## config.mk

```make
export PLATFORM = sky130hd
export DESIGN_NAME = pio_stream_bridge
export DESIGN_NICKNAME = d
export VERILOG_FILES = /design/src/rtl/pio_stream_bridge.sv
export SDC_FILE = /design/constraint.sdc
export NUM_CORES = 1
export LEC_CHECK = 0
export ABC_AREA = 0
export BUFFER_PORTS_ARGS = -buffer_cell sky130_fd_sc_hd__buf_2
export CORE_MARGIN = 1.5
export CORE_UTILIZATION = 57
export CTS_CLUSTER_DIAMETER = 120
export DETAILED_ROUTE_END_ITERATION = 8
export GPL_TIMING_DRIVEN = 0
export HOLD_SLACK_MARGIN = 0.02
export PLACE_DENSITY = 0.87
export SYNTH_ARGS = -nofsm -noshare
export SYNTH_HDL_FRONTEND = slang
export SYNTH_SLANG_ARGS = --single-unit
```

## constraint.sdc

```tcl
create_clock -name clk_clk -period 3.1 [get_ports clk_clk]
set_input_delay 0.31 -clock clk_clk [delete_from_list [all_inputs] [get_ports clk_clk]]
set_output_delay 0.31 -clock clk_clk [all_outputs]
set_load 0.02 [all_outputs]
```

## src/rtl/pio_stream_bridge.sv

```systemverilog
// pio_stream_bridge: carries samples and results between strobe-less HPS PIO words and the FIR stream using toggle handshakes.
// Latency: a request toggle is pushed 2 cycles after it appears on hps2fpga_i; an accepted result appears on fpga2hps_o 1 cycle later.
// Backpressure: a full FIFO leaves the request pending with its ack withheld; a held result keeps res_ready_o low until the HPS acks it.
// Optional feature: define PIO_BRIDGE_STATUS_EN to drive status_o = {level, full, empty}; otherwise status_o is tied to 0.
module pio_stream_bridge #(
    parameter int PIO_W = 16,
    parameter int DEPTH = 8,
    parameter int LVL_W = $clog2(DEPTH) + 1
) (
    input  logic             clk_clk,
    input  logic             reset_reset_n,
    input  logic [PIO_W-1:0] hps2fpga_i,
    output logic [PIO_W-1:0] fpga2hps_o,
    output logic             smp_valid_o,
    input  logic             smp_ready_i,
    output logic [PIO_W-3:0] smp_data_o,
    input  logic             res_valid_i,
    output logic             res_ready_o,
    input  logic [PIO_W-3:0] res_data_i,
    output logic [LVL_W+1:0] status_o
);

    localparam int PTR_W = $clog2(DEPTH);
    localparam int DAT_W = PIO_W - 2;

    // HPS word register and handshake state
    logic [PIO_W-1:0] h_q;
    logic             req_ack_tog;
    logic             res_tog;
    logic [DAT_W-1:0] result_q;

    // Inbound FIFO storage and bookkeeping
    logic [DAT_W-1:0] mem [DEPTH];
    logic [PTR_W-1:0] wr_ptr;
    logic [PTR_W-1:0] rd_ptr;
    logic [LVL_W-1:0] level;

    logic full;
    logic empty;
    logic req_pend;
    logic push;
    logic pop;
    logic res_take;

    assign full     = (level == LVL_W'(DEPTH));
    assign empty    = (level == '0);
    assign req_pend = (h_q[PIO_W-1] != req_ack_tog);
    // A pop in the same cycle frees the slot, so a full FIFO can still accept.
    assign pop      = smp_valid_o && smp_ready_i;
    assign push     = req_pend && (!full || pop);

    assign smp_valid_o = !empty;
    assign smp_data_o  = mem[rd_ptr];

    // Holding register is empty once the HPS has echoed the current result toggle.
    assign res_ready_o = (res_tog == h_q[PIO_W-2]);
    assign res_take    = res_valid_i && res_ready_o;

    assign fpga2hps_o = {req_ack_tog, res_tog, result_q};

    // Capture the HPS PIO word once; every decision below uses this copy.
    always_ff @(posedge clk_clk or negedge reset_reset_n) begin
        if (!reset_reset_n) begin
            h_q <= '0;
        end else begin
            h_q <= hps2fpga_i;
        end
    end

    // Inbound handshake and FIFO pointers/occupancy.
    always_ff @(posedge clk_clk or negedge reset_reset_n) begin
        if (!reset_reset_n) begin
            req_ack_tog <= 1'b0;
            wr_ptr      <= '0;
            rd_ptr      <= '0;
            level       <= '0;
        end else begin
            if (push) begin
                req_ack_tog <= h_q[PIO_W-1];
                wr_ptr      <= wr_ptr + PTR_W'(1);
            end
            if (pop) begin
                rd_ptr <= rd_ptr + PTR_W'(1);
            end
            case ({push, pop})
                2'b10:   level <= level + LVL_W'(1);
                2'b01:   level <= level - LVL_W'(1);
                default: level <= level;
            endcase
        end
    end

    // FIFO storage; contents need no reset because the pointers and level do.
    always_ff @(posedge clk_clk) begin
        if (push) begin
            mem[wr_ptr] <= h_q[DAT_W-1:0];
        end
    end

    // Outbound holding register: load a result and flip its toggle to announce it.
    always_ff @(posedge clk_clk or negedge reset_reset_n) begin
        if (!reset_reset_n) begin
            res_tog  <= 1'b0;
            result_q <= '0;
        end else if (res_take) begin
            res_tog  <= ~res_tog;
            result_q <= res_data_i;
        end
    end

`ifdef PIO_BRIDGE_STATUS_EN
    // Status decodes straight from the registered level, so it tracks the FIFO state cycle for cycle.
    assign status_o = {level, full, empty};
`else
    assign status_o = '0;
`endif

endmodule
```

==> flow_summary.yaml, run 1 <==
yosys:
  syn-instance-count: 283
  synth_area_um2: 5880
  yosysTopAreaCell: "sky130_fd_sc_hd__edfxtp_1"
  yosys_register_bits: 154
  yosys-top-cells-area: "sky130_fd_sc_hd__edfxtp_1, sky130_fd_sc_hd__dfrtp_1, sky130_fd_sc_hd__mux4_2, sky130_fd_sc_hd__mux2_2, sky130_fd_sc_hd__ha_1"
  yosys.cell_types.count: 27
  ys_warn_count: 0
  syn-mean-instance-area_um2: 20.8
  synthDominantCellAreaShare_pct: 57.2
  synth.yosys.seq_area_share_pct: 75.1
cells_and_area:
  area_growth_pct: 23.9
  antennaDiodeCount: 0
  instances_no_fill: 553
  nets: 446
  number_of_inserted_filler_cells_in_the_final_layout: 581
  layout.cell_area.non_filler_um2: 7280
  drive_above_1_share_pct: 42.1
clock_tree:
  clockBufferDepth: 2
  cts.repair_timing.setup_buffer_count: 0
  tritoncts: "done"
  clk_latency_ps: 520
  clockRootBuffer: "sky130_fd_sc_hd__clkbuf_8"
  cts_num_sinks: 154
  clk_pin_slew_ps: 70
  ctsHtreeMaxLevel: 4
  number_of_buffers_added_by_the_clock_tree_synthesis_step: 17
place:
  dpl.cell_count: 489
  globalplace.congestion: 0.674
  detailed_place_hpwl_um: 6690
  dpl_cell_area_um2: 6440
  buffer_ports.inserted: 65
  dp_worst_setup_slack_ps: 595
hold_path:
  hold_path_class: "input pin to flip-flop"
power:
  power.switching_fraction_pct: 31.7
  internal-power_mw: 4.54
  p_clk_share_pct: 27.1
  power.switching_mw: 2.11
  power.static_leakage_nw: 2.71
  power_density_nw_per_um2: 914
  share_comb_of_total_power_pct: 31.1
  sequentialPowerShare_pct: 41.8
  vdd_ir_drop_max_v: 0.000524
  finalPower_mw: 6.65
sta:
  worst_clock_skew_ps: 9.85
  worst_pin_slew_ps: 1040
  finalMaxSlewViolations: 0
  setup_viol: 0
  report.final.hold_viol_count: 0
  min_period_over_period_pct: 88.4
  rsz0062_at_grt: "no"
  setup_total_negative_slack_ps: 0
  min_setup_slack_post_route_ps: 359
  final.min_clock_period_ps: 2740
  achievable-frequency_ghz: 0.365
  max-slew-margin-rel_pct: 30.3
global_route:
  grt_start_max_net_pins: 43
  global_route_wire_length_before_repair_um: 17900
  overflow: 0
  grt_pass1_vias: 3365
  antenna_violations_before_repair: 0
  track_usage_pct: 22.8
flow_run:
  maxCapViolCount: 0
critical_path:
  startpoint_type: "flip-flop"
  cp_data_required_time_ps: 2790
  endpoint_kind: "output port"
  cp_max_fo: 10
  timing.setup.critical_path_class: "flip-flop to output port"
  cp.arrival_ps: 2430
die:
  num_rows: 36
  die_height_um: 105
  die_width_um: 105
  placeableCoreArea_um2: 9860
  floorplan.initialDensity_pct: 59.6
  number_of_primary_i_o_pins: 72
  floorplan.die_area_um2: 10900
status:
  status: "finished, final reports clean"
drt:
  detailedRoute.firstPassIterationCount: 4
  avgRoutedWirePerCell_um: 20.4
  avgViaCountPerCell: 5.51
  number_of_nets_with_antenna_violations_after_detailed_routing: 0
  postRouteWirelength_um: 11300
  post-route-drc-count: 0
  via_count: 3049
  drt-initial-drc-count: 269
-- cell families (layout without fill, tap and decap cells) --
group,after synthesis,in the layout,synth area share [%]
DFF,154,154,75.1
adders and majority gates,5,5,1.06
muxes,61,61,17.0
buffers and inverters,21,153,2.34
xor gates and xnor gates,11,11,1.64
other,1,6,0.0638
and+or+nand+nor,27,27,2.28
AOI/OAI and AO/OA,3,3,0.447
-- final timing paths --
| path | cells past startpoint | to | from | slack [ps] |
|---|---|---|---|---|
| min reg2reg | 1 | result_q[9] | result_q[9] | 510 |
| min in group asynchronous | 2 | result_q[7] | reset_reset_n | 490 |
| max reg2reg | 11 | level[2] | level[0] | 570 |
| max | 4 | smp_data_o[3] | rd_ptr[1] | 360 |
| max in group asynchronous | 2 | h_q[5] | reset_reset_n | 1990 |
| min | 3 | rd_ptr[2] | smp_ready_i | 80 |
-- cells in the mapped netlist (all sizes together) --
| master | count |
|---|---|
| nand2b | 5 |
| nand3b | 1 |
| mux4 | 28 |
| mux2 | 32 |
| nor2 | 7 |
| clkbuf | 3 |
| a2111oi | 1 |
| nor3 | 4 |
| ha | 5 |
| inv | 4 |
| buf | 14 |
| a31oi | 1 |
| dfrtp | 42 |
| nand3 | 3 |
| nor4b | 1 |
| conb | 1 |
| xor2 | 4 |
| nand2 | 5 |
| a21oi | 1 |
| edfxtp | 112 |
| xnor2 | 7 |
| mux2i | 1 |
| nor4 | 1 |
-- power by group through the flow --
stage	Sequential, mW	Combinational (mW)	Clock (mW)
5_1_grt	2.81	2.23	1.91
3_3_place_gp	2.78	1.95	0
4_1_cts	2.78	2.10	1.82
6_report	2.78	2.07	1.80
2_1_floorplan	2.82	1.42	0
3_5_place_dp	2.81	2.06	0
-- per-stage QoR --
stage / util (%) / hold WS (ps)
finish: 73.8 / 84.6
global route: 73.8 / 103
CTS: 73.8 / 70.7
detailed placement: 65.3 / 420
global placement: 64.7 / 419
floorplan: - / 14.4
-- layer usage --
metal	GRT usage, %	vias up	part of all wire (%)
li1	-	1350	-
met1	29.5	1578	40
met2	38.6	109	54
met3	5.93	12	5.5
met4	6.45	0	1.1
met5	0	-	0
-- layout make-up --
cell class / instances / area [um^2] / area share [%]
tap: 133 / 166 / 2.29
sequential: 154 / 4410 / 60.6
timing repair buffer: 100 / 679 / 9.33
clock buffer: 19 / 422 / 5.79
buffer: 17 / 123 / 1.68
clock inverter: 13 / 96.3 / 1.32
inverter: 4 / 15.0 / 0.206
multi-input combinational: 113 / 1370 / 18.7
-- flip-flops by register name, summed over array words and instances, names as in the netlist --
signal,count
mem,112
h_q,16
result_q,14
level,4
rd_ptr,3
wr_ptr,3
req_ack_tog,1
res_tog,1
-- worst max-delay path, cell delays in order, from the launching register on --
cell	delay, ps
sky130_fd_sc_hd__dfrtp_1	380
sky130_fd_sc_hd__clkbuf_1	650
sky130_fd_sc_hd__mux4_2	400
sky130_fd_sc_hd__mux2_2	300
sky130_fd_sc_hd__buf_2	170
-- timing repair --
action | in CTS | in global routing
gates resized for setup | 0 | 0
hold endpoints to repair | 73 | 0
hold buffers | 32 | 0
-- layout by cell type, fill, tap and decap left out, types with 5 or more instances in the layout --
cell and count:
sky130_fd_sc_hd__edfxtp_1 112, sky130_fd_sc_hd__buf_2 69, sky130_fd_sc_hd__dfrtp_1 42, sky130_fd_sc_hd__dlygate4sd3_1 32, sky130_fd_sc_hd__mux2_2 31, sky130_fd_sc_hd__mux4_2 28
sky130_fd_sc_hd__clkbuf_16 16, sky130_fd_sc_hd__buf_4 8, sky130_fd_sc_hd__xnor2_1 7, sky130_fd_sc_hd__conb_1 6, sky130_fd_sc_hd__nand2b_1 5, sky130_fd_sc_hd__nand2_1 5
sky130_fd_sc_hd__clkbuf_1 5, sky130_fd_sc_hd__nor2_2 5, sky130_fd_sc_hd__ha_1 5
No activity file was read; power rests on OpenSTA's default activity.
==> run 2, diff against run 1 <==
CORE_UTILIZATION = 52   (was 57)
PLACE_DENSITY = 0.84   (was 0.87)
clock period = 2.5 ns   (was 3.1 ns; I/O delays follow)
==> run 2 against run 1 <==
  * The flow now finishes with violations (negative hold slack)
  * Clock power increased by 36%
  * Wire length decreased by 3.5%
  * Combinational power increased by 24%
  * Worst hold slack got worse by 91 ps
  * Count of clock-buffer cells in the layout decreased by 1
  * Die area increased by 9.3%
  * Global-route usage decreased by 2.6 points
  * Final cell count decreased by 1.8%
  * Setup slack got worse by 260 ps
  * Clock skew increased by 5.8 ps
  * Via count decreased by 3.7%
  * Power increased by 27%
  * Largest power group unchanged
==> flow_summary.yaml, run 2 (synthesis results as in run 1) <==
sta:
  report.final.hold_viol_count: 7
  worst_pin_slew_ps: 987
  fin_worst_hold_slack_ps: -6.02
  worst_clock_skew_ps: 15.6
  achievable-frequency_ghz: 0.416
  setup_total_negative_slack_ps: 0
  max-slew-margin-rel_pct: 34.1
  min_period_over_period_pct: 96.1
  setup_viol: 0
  finalMaxSlewViolations: 0
  final.min_clock_period_ps: 2400
clock_tree:
  clk_pin_slew_ps: 70
  ctsHtreeMaxLevel: 4
  cts_num_sinks: 154
  number_of_buffers_added_by_the_clock_tree_synthesis_step: 17
  clockRootBuffer: "sky130_fd_sc_hd__clkbuf_16"
  clk_latency_ps: 410
  tritoncts: "done"
  clockBufferDepth: 2
  cts.repair_timing.setup_buffer_count: 0
cells_and_area:
  registers.top_by_ff_count: "mem"
  nets: 429
  drive_above_1_share_pct: 45.7
  commonest_non_fill_non_tap_cell_in_the_layout: "sky130_fd_sc_hd__edfxtp_1"
  instances_no_fill: 543
  layout_common_cells: "sky130_fd_sc_hd__edfxtp_1, sky130_fd_sc_hd__buf_2, sky130_fd_sc_hd__dfrtp_1"
  antennaDiodeCount: 0
  largest_reg_flops: 112
  reg_top3: "mem x112, h_q x16, result_q x14"
  area_growth_pct: 22.5
place:
  buffer_ports.inserted: 65
  detailed_place_hpwl_um: 6510
  globalplace.congestion: 0.665
  dpl.cell_count: 495
global_route:
  overflow: 0
  grt_pass1_vias: 3189
  grt_start_max_net_pins: 43
  global_route_wire_length_before_repair_um: 16900
  track_usage_pct: 20.2
  antenna_violations_before_repair: 0
power:
  p_clk_share_pct: 28.8
  power_density_nw_per_um2: 1180
  internal-power_mw: 5.81
  power.static_leakage_nw: 2.66
  share_comb_of_total_power_pct: 30.4
  power.switching_fraction_pct: 31.4
  vdd_ir_drop_max_v: 0.000529
  sequentialPowerShare_pct: 40.9
  power.switching_mw: 2.66
drt:
  drt-initial-drc-count: 128
  avgRoutedWirePerCell_um: 20.0
  detailedRoute.firstPassIterationCount: 4
  postRouteWirelength_um: 10900
  number_of_nets_with_antenna_violations_after_detailed_routing: 0
  post-route-drc-count: 0
  via_count: 2936
  avgViaCountPerCell: 5.41
die:
  die_width_um: 109
  floorplan.initialDensity_pct: 53.7
  placeableCoreArea_um2: 10900
  number_of_primary_i_o_pins: 72
  die_height_um: 109
  num_rows: 38
  floorplan.die_area_um2: 11900
critical_path:
  timing.setup.critical_path_class: "flip-flop to output port"
  setup.reg_to_reg.worst_slack_ps: 190
  endpoint_kind: "output port"
  regToRegStartpoint: "level[1]"
  cp.arrival_ps: 2150
  cp_max_fo: 10
  cp_data_required_time_ps: 2250
  cp-startpoint: "rd_ptr[1]"
  startpoint_type: "flip-flop"
status:
  violations: "negative hold slack"
  status: "complete, but fails checks"
hold_path:
  hold_path_class: "input pin to async pin"
flow_run:
  maxCapViolCount: 0
-- run 2: changes by cell type in the layout (fill, tap and decap cells not counted), sizes merged --
cell	before	now
buf	82	80
inv	7	11
dlygate4sd3	32	16
bufinv	0	1
clkinvlp	3	5
clkinv	7	1
-- run 2: cell type report --
type | count | area [um^2]
buffer | 17 | 134
sequential | 154 | 4420
clock buffer | 18 | 429
tap | 140 | 175
timing repair buffer | 83 | 512
fill | 724 | 3740
inverter | 4 | 15.0
clock inverter | 14 | 135
multi-input combinational | 113 | 1380
-- run 2: metal layers --
metal	vias to the layer above	global-route usage, %	wire (um)
met5	-	0	0
met4	0	7.14	48
met3	4	5.45	496
met2	98	34.0	5760
met1	1520	25.5	4570
li1	1314	-	-
-- run 2: worst max-delay path, stage by stage (launching register included) --
cell and delay, ps:
sky130_fd_sc_hd__dfrtp_1 360, sky130_fd_sc_hd__buf_2 310, sky130_fd_sc_hd__buf_4 290, sky130_fd_sc_hd__mux4_2 320
sky130_fd_sc_hd__mux2_2 300, sky130_fd_sc_hd__buf_2 160
-- run 2: per-stage QoR --
stage	power (mW)	area (um^2)	utilization, %	worst slack, ps	hold slack, ps
after floorplan	5.25	5890	-	122	-45.6
after CTS	8.53	7180	65.7	15.9	29.9
final	8.47	7200	65.8	98.6	-6.02
after global placement	5.88	6390	58.5	-932	359
after global routing	8.88	7200	65.8	-7.59	49.0
after detailed placement	6.04	6450	58.9	8.53	359
-- run 2: what timing repair did --
action / in CTS / in global routing
setup endpoints to repair: 12 / 17
pin swaps: 0 / 1
hold buffers: 16 / 0
gates resized for setup: 4 / 5
endpoints found under the hold margin: 16 / 0
-- run 2: final timing paths --
check	end	cells past startpoint
worst max-delay path	smp_data_o[12]	5
worst max register to register	mem[6][13]	4
worst min-delay path	h_q[9]	1
worst min register to register	res_tog	1
min in group clk_clk	res_tog	2
max in group asynchronous	level[0]	1
-- run 2: power groups by stage --
stage	clock network [mW]	logic [mW]	registers [mW]
after floorplan	0	1.76	3.49
after global placement	0	2.44	3.45
after detailed placement	0	2.55	3.49
after CTS	2.47	2.61	3.45
after global routing	2.58	2.79	3.51
final	2.44	2.57	3.46
